--- config.mk ---
export PLATFORM = sky130hd
export DESIGN_NAME = adcsnap_capture_ctrl
export DESIGN_NICKNAME = d
export VERILOG_FILES = /design/src/rtl/adcsnap_pkg.sv /design/src/rtl/adcsnap_edge_det.sv /design/src/rtl/adcsnap_capture_ctrl.sv
export SDC_FILE = /design/constraint.sdc
export NUM_CORES = 1
export LEC_CHECK = 0
export CAP_MARGIN = 20
export CORE_ASPECT_RATIO = 0.6
export CORE_MARGIN = 4
export CORE_UTILIZATION = 30
export DETAILED_ROUTE_END_ITERATION = 12
export HOLD_SLACK_MARGIN = 0.12
export PLACE_DENSITY = 0.64
export SLEW_MARGIN = 20
export SYNTH_ARGS = -nofsm -noshare
export SYNTH_HDL_FRONTEND = slang
export SYNTH_HIERARCHICAL = 1
export SYNTH_SLANG_ARGS = --single-unit
--- constraint.sdc ---
create_clock -name user_clk -period 1.7 [get_ports user_clk]
set_input_delay 0.255 -clock user_clk [delete_from_list [all_inputs] [get_ports user_clk]]
set_output_delay 0.255 -clock user_clk [all_outputs]
set_load 0.01 [all_outputs]
--- src/rtl/adcsnap_pkg.sv ---
// adcsnap_pkg: shared state encoding and ctrl/status bit positions for the ADC snap capture path
package adcsnap_pkg;
  typedef enum logic [1:0] {IDLE, ARMED, CAPTURE, DONE} state_t;
  localparam int CTRL_ARM      = 0;
  localparam int CTRL_TRIG_SEL = 1;
  localparam int CTRL_WE_SEL   = 2;
  localparam int ST_DONE       = 31;
  localparam int ST_CAPT       = 30;
  localparam int ST_ARMED      = 29;
endpackage

--- src/rtl/adcsnap_edge_det.sv ---
// adcsnap_edge_det: rising-edge detector whose history register resets to RST_VAL
// Ports: i_clk clock, i_rst_n sync active-low reset, i_d level input, o_rise high when i_d is high now and was low last cycle
module adcsnap_edge_det #(
  parameter logic RST_VAL = 1'b0
) (
  input  logic i_clk,
  input  logic i_rst_n,
  input  logic i_d,
  output logic o_rise
);
  logic r_prev;
  always_ff @(posedge i_clk) r_prev <= !i_rst_n ? RST_VAL : i_d;
  assign o_rise = i_d & ~r_prev;
endmodule

--- src/rtl/adcsnap_capture_ctrl.sv ---
// adcsnap_capture_ctrl: arm/trigger snapshot controller streaming 2^ADDR_W ADC words into the snap BRAM
// Ports: user_clk clock; user_rst_n sync active-low reset; ctrl [0] arm [1] trig_sel [2] we_sel;
//   din/din_valid ADC sample and qualifier; trig_in external trigger level;
//   bram_addr/bram_data/bram_we BRAM write port (1-cycle latency); status [31] done [30] capturing [29] armed [ADDR_W:0] words;
//   tstamp trigger-cycle timestamp, present only when ADCSNAP_TSTAMP_EN is defined
module adcsnap_capture_ctrl
  import adcsnap_pkg::*;
#(
  parameter int ADDR_W = 10,
  parameter int DATA_W = 32
) (
  input  logic              user_clk,
  input  logic              user_rst_n,
  input  logic [31:0]       ctrl,
  input  logic [DATA_W-1:0] din,
  input  logic              din_valid,
  input  logic              trig_in,
  output logic [ADDR_W-1:0] bram_addr,
  output logic [DATA_W-1:0] bram_data,
  output logic              bram_we,
  output logic [31:0]       status
`ifdef ADCSNAP_TSTAMP_EN
  , output logic [31:0]     tstamp
`endif
);
  state_t              r_state;
  logic [ADDR_W:0]     r_count;
  logic [ADDR_W-1:0]   r_addr;
  logic [DATA_W-1:0]   r_data;
  logic                r_we;
  logic                w_arm;
  logic                w_trig;
  logic                w_wr_ok;
  logic                w_wr;
  logic                w_last;
  logic [31:0]         w_status;
  logic                w_unused;
  // History resets high so an arm bit held through reset must drop before it can fire
  adcsnap_edge_det #(.RST_VAL(1'b1)) u_arm_edge (
    .i_clk   (user_clk),
    .i_rst_n (user_rst_n),
    .i_d     (ctrl[CTRL_ARM]),
    .o_rise  (w_arm)
  );
  assign w_unused = ^ctrl[31:3];
  assign w_trig   = ~ctrl[CTRL_TRIG_SEL] | trig_in;
  assign w_wr_ok  = ~ctrl[CTRL_WE_SEL] | din_valid;
  // The trigger-coincident sample is written straight from ARMED
  assign w_wr     = ((r_state == ARMED && w_trig) || r_state == CAPTURE) && w_wr_ok;
  assign w_last   = &r_count[ADDR_W-1:0];
  always_comb begin
    w_status           = '0;
    w_status[ST_DONE]  = r_state == DONE;
    w_status[ST_CAPT]  = r_state == CAPTURE;
    w_status[ST_ARMED] = r_state == ARMED;
    w_status[ADDR_W:0] = r_count;
  end
  always_ff @(posedge user_clk) begin
    if (!user_rst_n) begin
      r_state <= IDLE;
      r_count <= '0;
      r_addr  <= '0;
      r_data  <= '0;
      r_we    <= 1'b0;
    end else begin
      r_we <= w_wr;
      if (w_wr) begin
        r_addr  <= r_count[ADDR_W-1:0];
        r_data  <= din;
        r_count <= r_count + (ADDR_W+1)'(1);
      end
      case (r_state)
        IDLE, DONE: if (w_arm) begin
          r_state <= ARMED;
          r_count <= '0;
        end
        ARMED:   if (w_trig) r_state <= (w_wr && w_last) ? DONE : CAPTURE;
        CAPTURE: if (w_wr && w_last) r_state <= DONE;
        default: r_state <= IDLE;
      endcase
    end
  end
  assign bram_addr = r_addr;
  assign bram_data = r_data;
  assign bram_we   = r_we;
  assign status    = w_status;
`ifdef ADCSNAP_TSTAMP_EN
  logic [31:0] r_cyc;
  logic [31:0] r_tstamp;
  always_ff @(posedge user_clk) begin
    if (!user_rst_n) begin
      r_cyc    <= '0;
      r_tstamp <= '0;
    end else begin
      r_cyc <= r_cyc + 32'd1;
      if (r_state == ARMED && w_trig) r_tstamp <= r_cyc;
    end
  end
  assign tstamp = r_tstamp;
`endif
endmodule

Word level (Yosys, flattened, before mapping):

Index checks and enable logic that the tools add are counted.

* register bits after elaboration: 57
* input port bits: 68
* output and inout bits: 75

* $add $sub $neg: 1
* equality and inequality tests: 6
* multiplexer cells: 8
* bitwise logic cells: 6
* reduce and logical (&&, ||, !) cells: 8

Operator list (count)
* 11-bit 2-to-1 mux: 3
* 11-bit by 1-bit adder with 11-bit output (second input constant): 1
* 10-bit AND reduction: 1
* 2-bit 2-to-1 mux: 3
* 2-bit by 1-bit inequality test with 1-bit output (second input constant): 3
* 2-bit one-hot mux with 3 select lines: 1
* 2-bit equality test (second input constant): 2
* 1-bit logical AND: 3
* 1-bit NOT: 3
* 3-bit AND reduction: 1
* 2-bit by 1-bit equality test with 1-bit output (second input constant): 1
* 2-bit zero test: 1
* 1-bit OR: 2
* 2-bit OR reduction: 1
* 1-bit bitwise AND: 1
* 1-bit logical OR: 1
* 1-bit 2-to-1 mux: 1

Depth between registers and ports, before layout:

Gate-level depths: netlist (run 1).

* depth in word-level cells: 9
* depth in mapped cells: 8

Modules after synthesis:

The synthesis (run 1) kept the hierarchy.

Modules (own cells, without submodules)
* adcsnap_capture_ctrl: instances 1, cells an instance 298, area an instance 2548.7 um2, sequential area each 1121.1 um2
* adcsnap_edge_det: instances 1, cells an instance 3, area an instance 40.0 um2, sequential area each 20.0 um2

Least setup slack after synthesis (run 1):

No wires, ideal clock.

* path type: register to register
* start: register r_state[0]
* end: register r_count[1]
* setup time: 0.070 ns
* data arrival time: 1.655 ns
* required time: 1.630 ns
* path slack: -0.025 ns
* cell stages (with the launch flop): 9
* cells stage by stage: dfxtp_1 > inv_1 > ha_1 > or3b_4 > nand3_4 > buf_6 > buf_6 > nand2_1 > a21oi_1

* elaborated cells between the ends (all ways): 11

RTL lines
* start: declaration: line adcsnap_capture_ctrl.sv:26 `state_t r_state;`
* start signal: assignment: line adcsnap_capture_ctrl.sv:77 `ARMED: if (w_trig) r_state <= (w_wr && w_last) ? DONE : CAPTURE;`
* 2-bit equality test *
* net status[30]: line adcsnap_capture_ctrl.sv:21 `output logic [31:0] status`
* 1-bit logical OR *: line adcsnap_capture_ctrl.sv:49 `assign w_wr = ((r_state == ARMED && w_trig) || r_state == CAPTURE) && w_wr_ok;`
* 1-bit logical AND *: line adcsnap_capture_ctrl.sv:49
* 11-bit 2-to-1 mux *: line adcsnap_capture_ctrl.sv:67 `if (w_wr) begin`
* 11-bit 2-to-1 mux: line adcsnap_capture_ctrl.sv:73 `IDLE, DONE: if (w_arm) begin`
* 11-bit 2-to-1 mux *: line adcsnap_capture_ctrl.sv:72 `case (r_state)`
* end signal: assignment: line adcsnap_capture_ctrl.sv:70 `r_count <= r_count + (ADDR_W+1)'(1);`
* end: declaration: line adcsnap_capture_ctrl.sv:27 `logic [ADDR_W:0] r_count;`

The timed path passes the listed nets; every way through them passes the cells marked *.
A chain may end at the register's enable or synchronous reset.

Worst setup path after layout (run 1):

* start: register r_count[7]
* end: output port status[7]

RTL lines (line)
* end: declaration: adcsnap_capture_ctrl.sv:21

No word-level cell between the ends.

==> out/metrics.csv, run 1 <==
stage,metric,value,unit
status,status,completed,
grt,grt_pass1_wl,11.4,mm
power,vdd_drop_max,0.767,mV
worst_setup_path,r2r_setup_slack,40,ps
sta,finalSetupTns,0,ps
yosys,yosysWarnings,6,
grt,grtUsageTotal,14.5,%
sta,fin_skew,3.34,ps
power,internal-power,4.03,mW
power,p_sw_share,32.3,%
die,die_w,128,um
clock_tree,cts_tree,built,
die,core-area,0.00813,mm2
grt,grt_antenna_before_repair,0,
hold_path,hp-class,reg -> reg,
flow_run,cap_violations,0,
sta,setup_viol,0,
finish,ff_latch_area,0.00115,mm2
worst_setup_path,r2r_start,r_state[0]$_SDFFE_PN0P_,
routing,routedWlPerCell,13.9,um
die,die-area,0.0102,mm2
clock_tree,cts.path.max_buffers,2,
die,row_count,25,
finish,n_fill_cell,743,
finish,syn_to_final_growth,63.1,%
yosys,synth_top_cell_by_area,dfxtp_1,
yosys,syn-mean-instance-area,8.60,um2
sta,period_minus_slack,1660,ps
die,io_pins,143,
worst_setup_path,path_max_fanout,8,
placement,hpwl,5.02,mm
grt,grt_remaining_overflow,0,
routing,drc,0,
sta,hold_viol,0,
routing,drtIter0Drc,98,
sta,timing.final.ws_setup,42.1,ps
sta,slew_viol_final,0,
worst_setup_path,path_buf_inv,1,
clock_tree,cts_sinks,57,
routing,wl,7.42,mm
worst_setup_path,worstPathRequired,1440,ps
hold_path,hold-path-cell-count,2,
routing,vias_per_cell,4.51,
power,p_total,5.95,mW
sta,fmax,603,MHz
routing,via_count,2404,
sta,holdWs,448,ps
clock_tree,clock_latency,320,ps
die,die_h,80.0,um
power,p_seq_share,28.4,%
placement,place_ws,-201,ps
worst_setup_path,r2r-end,bram_data[26]$_SDFFE_PN0P_,
finish,mostFrequentLayoutCells,"clkdlybuf4s50_1 (92), nand2_1 (75), dfxtp_1 (55)",
worst_setup_path,criticalPathCategory,reg -> out,
die,start_util,31.8,%
finish,fin_nets,492,
power,power.share.clock,31.3,%
yosys,ys_top_cells_by_area,"dfxtp_1 (44%), nand2_1 (13%), a21boi_1 (10%), buf_4 (5.5%), ha_1 (1.9%)",
yosys,synth.distinct_cells,45,
worst_setup_path,crit_family,buffers and inverters,
clock_tree,htree_levels,3,
yosys,yosysTopAreaCellShare,44.1,%
clock_tree,cts_buffers,9,
sta,grt_setup_unrepaired,yes,
finish,layout_commonest_cell,clkdlybuf4s50_1,
worst_setup_path,crit_slowest_cell,clkdlybuf4s50_1,
hold_path,hold_end,bram_data[17]$_SDFFE_PN0P_,
placement,place.gp.congestion,0.825,
finish,diodes,0,
worst_setup_path,rr_worst_depth,7,
worst_setup_path,slowest_delay,600,ps
finish,multi_input_area,0.00137,mm2
power,p_leak,1.57,nW
sta,post-route-period-util,97.5,%
yosys,synth_seq_cells,57,
clock_tree,clockRootBuffer,clkbuf_16,
grt,grt_pass1_vias,2329,
worst_setup_path,startpoint_type,flip-flop,
placement,portBuffers,95,
hold_path,worst_hold_startpoint,bram_data[17]$_SDFFE_PN0P_,
yosys,syn_inst,301,
power,switching_power,1.92,mW
yosys,synth_area,0.00259,mm2
power,powerDensity,1410,mW/mm2
worst_setup_path,crit_arrival,1400,ps
grt,grt_max_degree,40,
routing,ant_nets,0,
worst_setup_path,end_kind,primary output,
worst_setup_path,crit_chain,clkdlybuf4s50_1,
finish,drive_gt1_share,20.0,%
routing,drtPass1Iterations,4,
clock_tree,cts.clk_slew.worst_paths,50,ps
power,p_comb_share,40.3,%
yosys,seq_area_frac_synth,44.1,%
power by group through the flow:
| stage | Clock [mW] | Sequential (mW) | Combinational [mW] |
|---|---|---|---|
| 2_1_floorplan | 0 | 1.77 | 1.06 |
| 3_3_place_gp | 0 | 1.67 | 2.04 |
| 3_5_place_dp | 0 | 1.68 | 2.07 |
| 4_1_cts | 1.92 | 1.66 | 2.19 |
| 5_1_grt | 1.97 | 1.71 | 2.64 |
| 6_report | 1.86 | 1.69 | 2.40 |
cell families (layout without fill, tap and decap cells):
kind of cell	after synthesis	after routing	synth area share, %
other	1	18	0.145
and+or+nand+nor	138	139	26.4
adders and majority gates	4	4	1.93
DFF	57	57	44.1
buffers and inverters	37	143	9.67
AOI/OAI and AO/OA	61	61	16.7
xor gates and xnor gates	2	2	0.677
muxes	1	1	0.387
per-stage QoR:
step / utilization (%) / instances / instance area, um2
after floorplan: - / 318 / 2660
after global placement: 45.6 / 510 / 3710
after detailed placement: 45.6 / 510 / 3710
after CTS: 50.3 / 531 / 4090
after global routing: 51.9 / 533 / 4220
final: 51.9 / 533 / 4220
worst max path at each step:
stage | from | to | cells past startpoint
floorplan | r_state[0]$_SDFFE_PN0P_ | r_count[1]$_SDFF_PN0_ | 8
finish | r_count[7]$_SDFF_PN0_ | status[7] | 1
global placement | ctrl[1] | bram_addr[2]$_SDFFE_PN0P_ | 7
global route | r_state[0]$_SDFFE_PN0P_ | bram_data[20]$_SDFFE_PN0P_ | 7
CTS | r_state[0]$_SDFFE_PN0P_ | r_count[8]$_SDFF_PN0_ | 7
detailed placement | ctrl[1] | bram_data[23]$_SDFFE_PN0P_ | 6
routing by layer:
| metal | GRT usage, % | wire [um] |
|---|---|---|
| met1 | 17.2 | 3400 |
| met2 | 21.5 | 3110 |
| met3 | 8.96 | 806 |
| met4 | 4.77 | 97 |
| met5 | 0 | 0 |
state kept, by name (all words and copies together), names as in the netlist:
name and flops:
bram_data 32, u_arm_edge/r_prev 1, bram_we 1, r_state 2
bram_addr 10, r_count 11
what timing repair did:
action | CTS | global route
cloned | 1 | 2
hold buffers | 0 | 0
pin swaps | 3 | 50
setup endpoints to repair | 43 | 48
setup buffers | 4 | 0
endpoints found under the hold margin | 0 | 0
gates resized for setup | 10 | 33
cell type report:
class,count,share of cell area (%)
sequential,57,27.1
tap,108,3.20
timing repair buffer,123,29.4
clock buffer,12,6.31
multi-input combinational,225,32.4
inverter,4,0.356
clock inverter,4,1.19
Yosys cell counts:
cell	instances
or3_1	4
nor2b_1	3
or2_4	1
nor3_1	1
ha_1	4
conb_1	1
or2b_2	1
o311ai_0	2
nor3_4	1
mux2i_1	1
o41ai_1	1
nand3_1	3
clkbuf_1	5
buf_6	4
nand3_4	1
a21boi_0	5
a21bo_2	1
and3b_1	1
dlygate4sd1_1	1
a21oi_1	7
nand2b_1	1
a22oi_1	1
a211oi_1	1
and4_2	1
buf_4	19
nand4_1	8
nand2_1	89
or3b_4	1
and3_1	1
nor3b_1	1
nor4_2	1
a21boi_1	36
nor2b_4	1
xnor2_1	2
dfxtp_1	57
or4_1	1
buf_2	4
o31ai_1	1
or2_2	3
nor2_1	8
nor4_1	1
o21ai_0	6
and2_1	4
inv_1	4
nand4_4	1
(Power assumes the default switching activity.)
==> run 2, diff against run 1 <==
Settings changed: SLEW_MARGIN 20 to default.
==> results of run 2 <==
Same layout as run 1: the final DEF is identical, and so are final timing and power.
==> run 3, diff against run 2 <==
Settings changed: CORE_UTILIZATION 30 to 25, CTS_CLUSTER_DIAMETER from default to 150, PLACE_DENSITY 0.64 to 0.55.
==> out/metrics.csv, run 3 (synthesized netlist as in run 1, its figures left out) <==
stage,metric,value,unit,change
grt,grt_antenna_before_repair,0,,unchanged
die,row_count,28,,+12%
sta,fin_skew,2.60,ps,-0.740 ps
finish,mostFrequentLayoutCells,"clkdlybuf4s50_1 (92), nand2_1 (72), dfxtp_1 (54)",,
clock_tree,cts.path.max_buffers,2,,unchanged
routing,ant_nets,0,,unchanged
clock_tree,cts_tree,built,,
worst_setup_path,crit_chain,inv_2 > ha_4 > or3b_4 > nand3_4 > clkbuf_16 > nand2_1 > a21boi_1,,
clock_tree,cts_buffers,9,,unchanged
routing,drtPass1Iterations,4,,unchanged
clock_tree,clock_latency,320,ps,about the same
sta,period_minus_slack,1650,ps,-10.7 ps
finish,finish.utilization,43.7,%,-8.2 points
sta,setup_viol,0,,unchanged
die,start_util,25.9,%,-5.9 points
grt,grt_remaining_overflow,0,,unchanged
placement,portBuffers,95,,unchanged
finish,syn_to_final_growth,68.6,%,
clock_tree,htree_levels,3,,unchanged
routing,via_count,2461,,+2.4%
sta,slew_viol_final,0,,unchanged
die,die_w,139,um,+8.9%
worst_setup_path,slowest_delay,430,ps,-170 ps
placement,post-place-cells,541,,+6.1%
clock_tree,cts.clk_slew.worst_paths,50,ps,about the same
sta,grt_setup_unrepaired,yes,,
routing,drc,0,,unchanged
die,die-area,0.0121,mm2,+18%
routing,routedWlPerCell,13.7,um,-1.4%
grt,grtUsageTotal,12.2,%,-2.3 points
finish,fin_nets,502,,+2.0%
power,p_leak,1.64,nW,+3.8%
clock_tree,cts_hold_buf,0,,unchanged
grt,grt_max_degree,26,,-35%
worst_setup_path,startpoint_type,flip-flop,,
worst_setup_path,crit_arrival,1900,ps,+500 ps
routing,wl,7.82,mm,+5.4%
status,status,completed,,
flow_run,cap_violations,0,,unchanged
power,vdd_drop_max,0.562,mV,-27%
die,die_h,86.8,um,+8.6%
placement,place.gp.congestion,0.758,,-8.1%
die,core-area,0.00998,mm2,+23%
sta,holdWs,447,ps,-0.252 ps
worst_setup_path,end_kind,flip-flop,,
die,io_pins,143,,unchanged
placement,hpwl,5.26,mm,+4.8%
power,powerDensity,1380,mW/mm2,-1.9%
worst_setup_path,criticalPathCategory,reg -> reg,,
clock_tree,cts_sinks,57,,unchanged
routing,vias_per_cell,4.32,,-4.3%
worst_setup_path,worstPathRequired,1950,ps,+510 ps
clock_tree,clockRootBuffer,clkbuf_16,,
finish,largest_reg_flops,32,,unchanged
sta,post-route-period-util,96.9,%,-0.63 points
worst_setup_path,crit_slowest_cell,or3b_4,,
finish,finalNonFillerCells,570,,+6.9%
finish,drive_gt1_share,24.4,%,+4.4 points
finish,layout_commonest_cell,clkdlybuf4s50_1,,
sta,hold_viol,0,,unchanged
grt,grt_pass1_vias,2311,,-0.77%
sta,fmax,607,MHz,+0.65%
finish,diodes,0,,unchanged
worst_setup_path,path_max_fanout,6,,-2
hold_path,hp-class,reg -> reg,,
grt,grt_pass1_wl,11.5,mm,+0.97%
routing,drtIter0Drc,155,,+58%
-- run 3: metal layers --
| layer | GRT usage [%] | routed length [um] |
|---|---|---|
| met1 | 14.9 | 3610 |
| met2 | 17.6 | 3330 |
| met3 | 8.82 | 836 |
| met4 | 2.40 | 45 |
| met5 | 0 | 0 |
-- run 3: path summary, 6_finish.rpt --
kind                                                 from                         to  slack (ps)  cells past startpoint
worst max register to register    r_state[0]$_SDFFE_PN0P_  bram_addr[4]$_SDFFE_PN0P_          50                      7
worst min-delay path            bram_data[4]$_SDFFE_PN0P_  bram_data[4]$_SDFFE_PN0P_         450                      2
worst max-delay path              r_state[0]$_SDFFE_PN0P_  bram_addr[4]$_SDFFE_PN0P_          50                      7
worst min register to register  bram_data[4]$_SDFFE_PN0P_  bram_data[4]$_SDFFE_PN0P_         450                      2
-- run 3: area by class of cell --
| cell class | instances | area [um2] |
|---|---|---|
| Clock buffer | 13 | 260 |
| Tap cell | 135 | 169 |
| Inverter | 4 | 15.0 |
| Multi-Input combinational cell | 226 | 1420 |
| Clock inverter | 3 | 15.0 |
| Sequential cell | 57 | 1150 |
| Timing Repair Buffer | 132 | 1340 |
| Fill cell | 989 | 5620 |
-- run 3: what timing repair did --
| item | in CTS | in global routing |
|---|---|---|
| setup buffers | 0 | 7 |
| setup endpoints to repair | 53 | 50 |
| endpoints found under the hold margin | 0 | 0 |
| pin swaps | 3 | 35 |
| resized for setup | 11 | 43 |
| gates cloned | 0 | 6 |
-- run 3: power by group --
part / switching, mW / internal [mW] / leakage (nW)
clock: 0.597 / 1.06 / 0.139
combinational: 1.26 / 1.42 / 1.03
sequential: 0.137 / 1.56 / 0.465
-- run 3: stage by stage --
step           power, mW  setup TNS (ps)  area (um2)  setup slack (ps)
6_report            6.04               0        4370              52.8
5_1_grt             6.45            -449        4370             -36.5
4_1_cts             5.57           -15.3        4080             -14.7
3_5_place_dp        3.83           -9440        3780              -226
3_3_place_gp        3.80           -4950        3780              -165
2_1_floorplan       2.83               0        2660              45.1
-- run 3: critical path, delay by kind of cell, from the launching register on --
family / cells / cell delay [ps]
AOI/OAI and AO/OA: 1 / 100
and+or+nand+nor: 3 / 700
DFF: 1 / 360
buffers and inverters: 2 / 240
adders and majority gates: 1 / 170
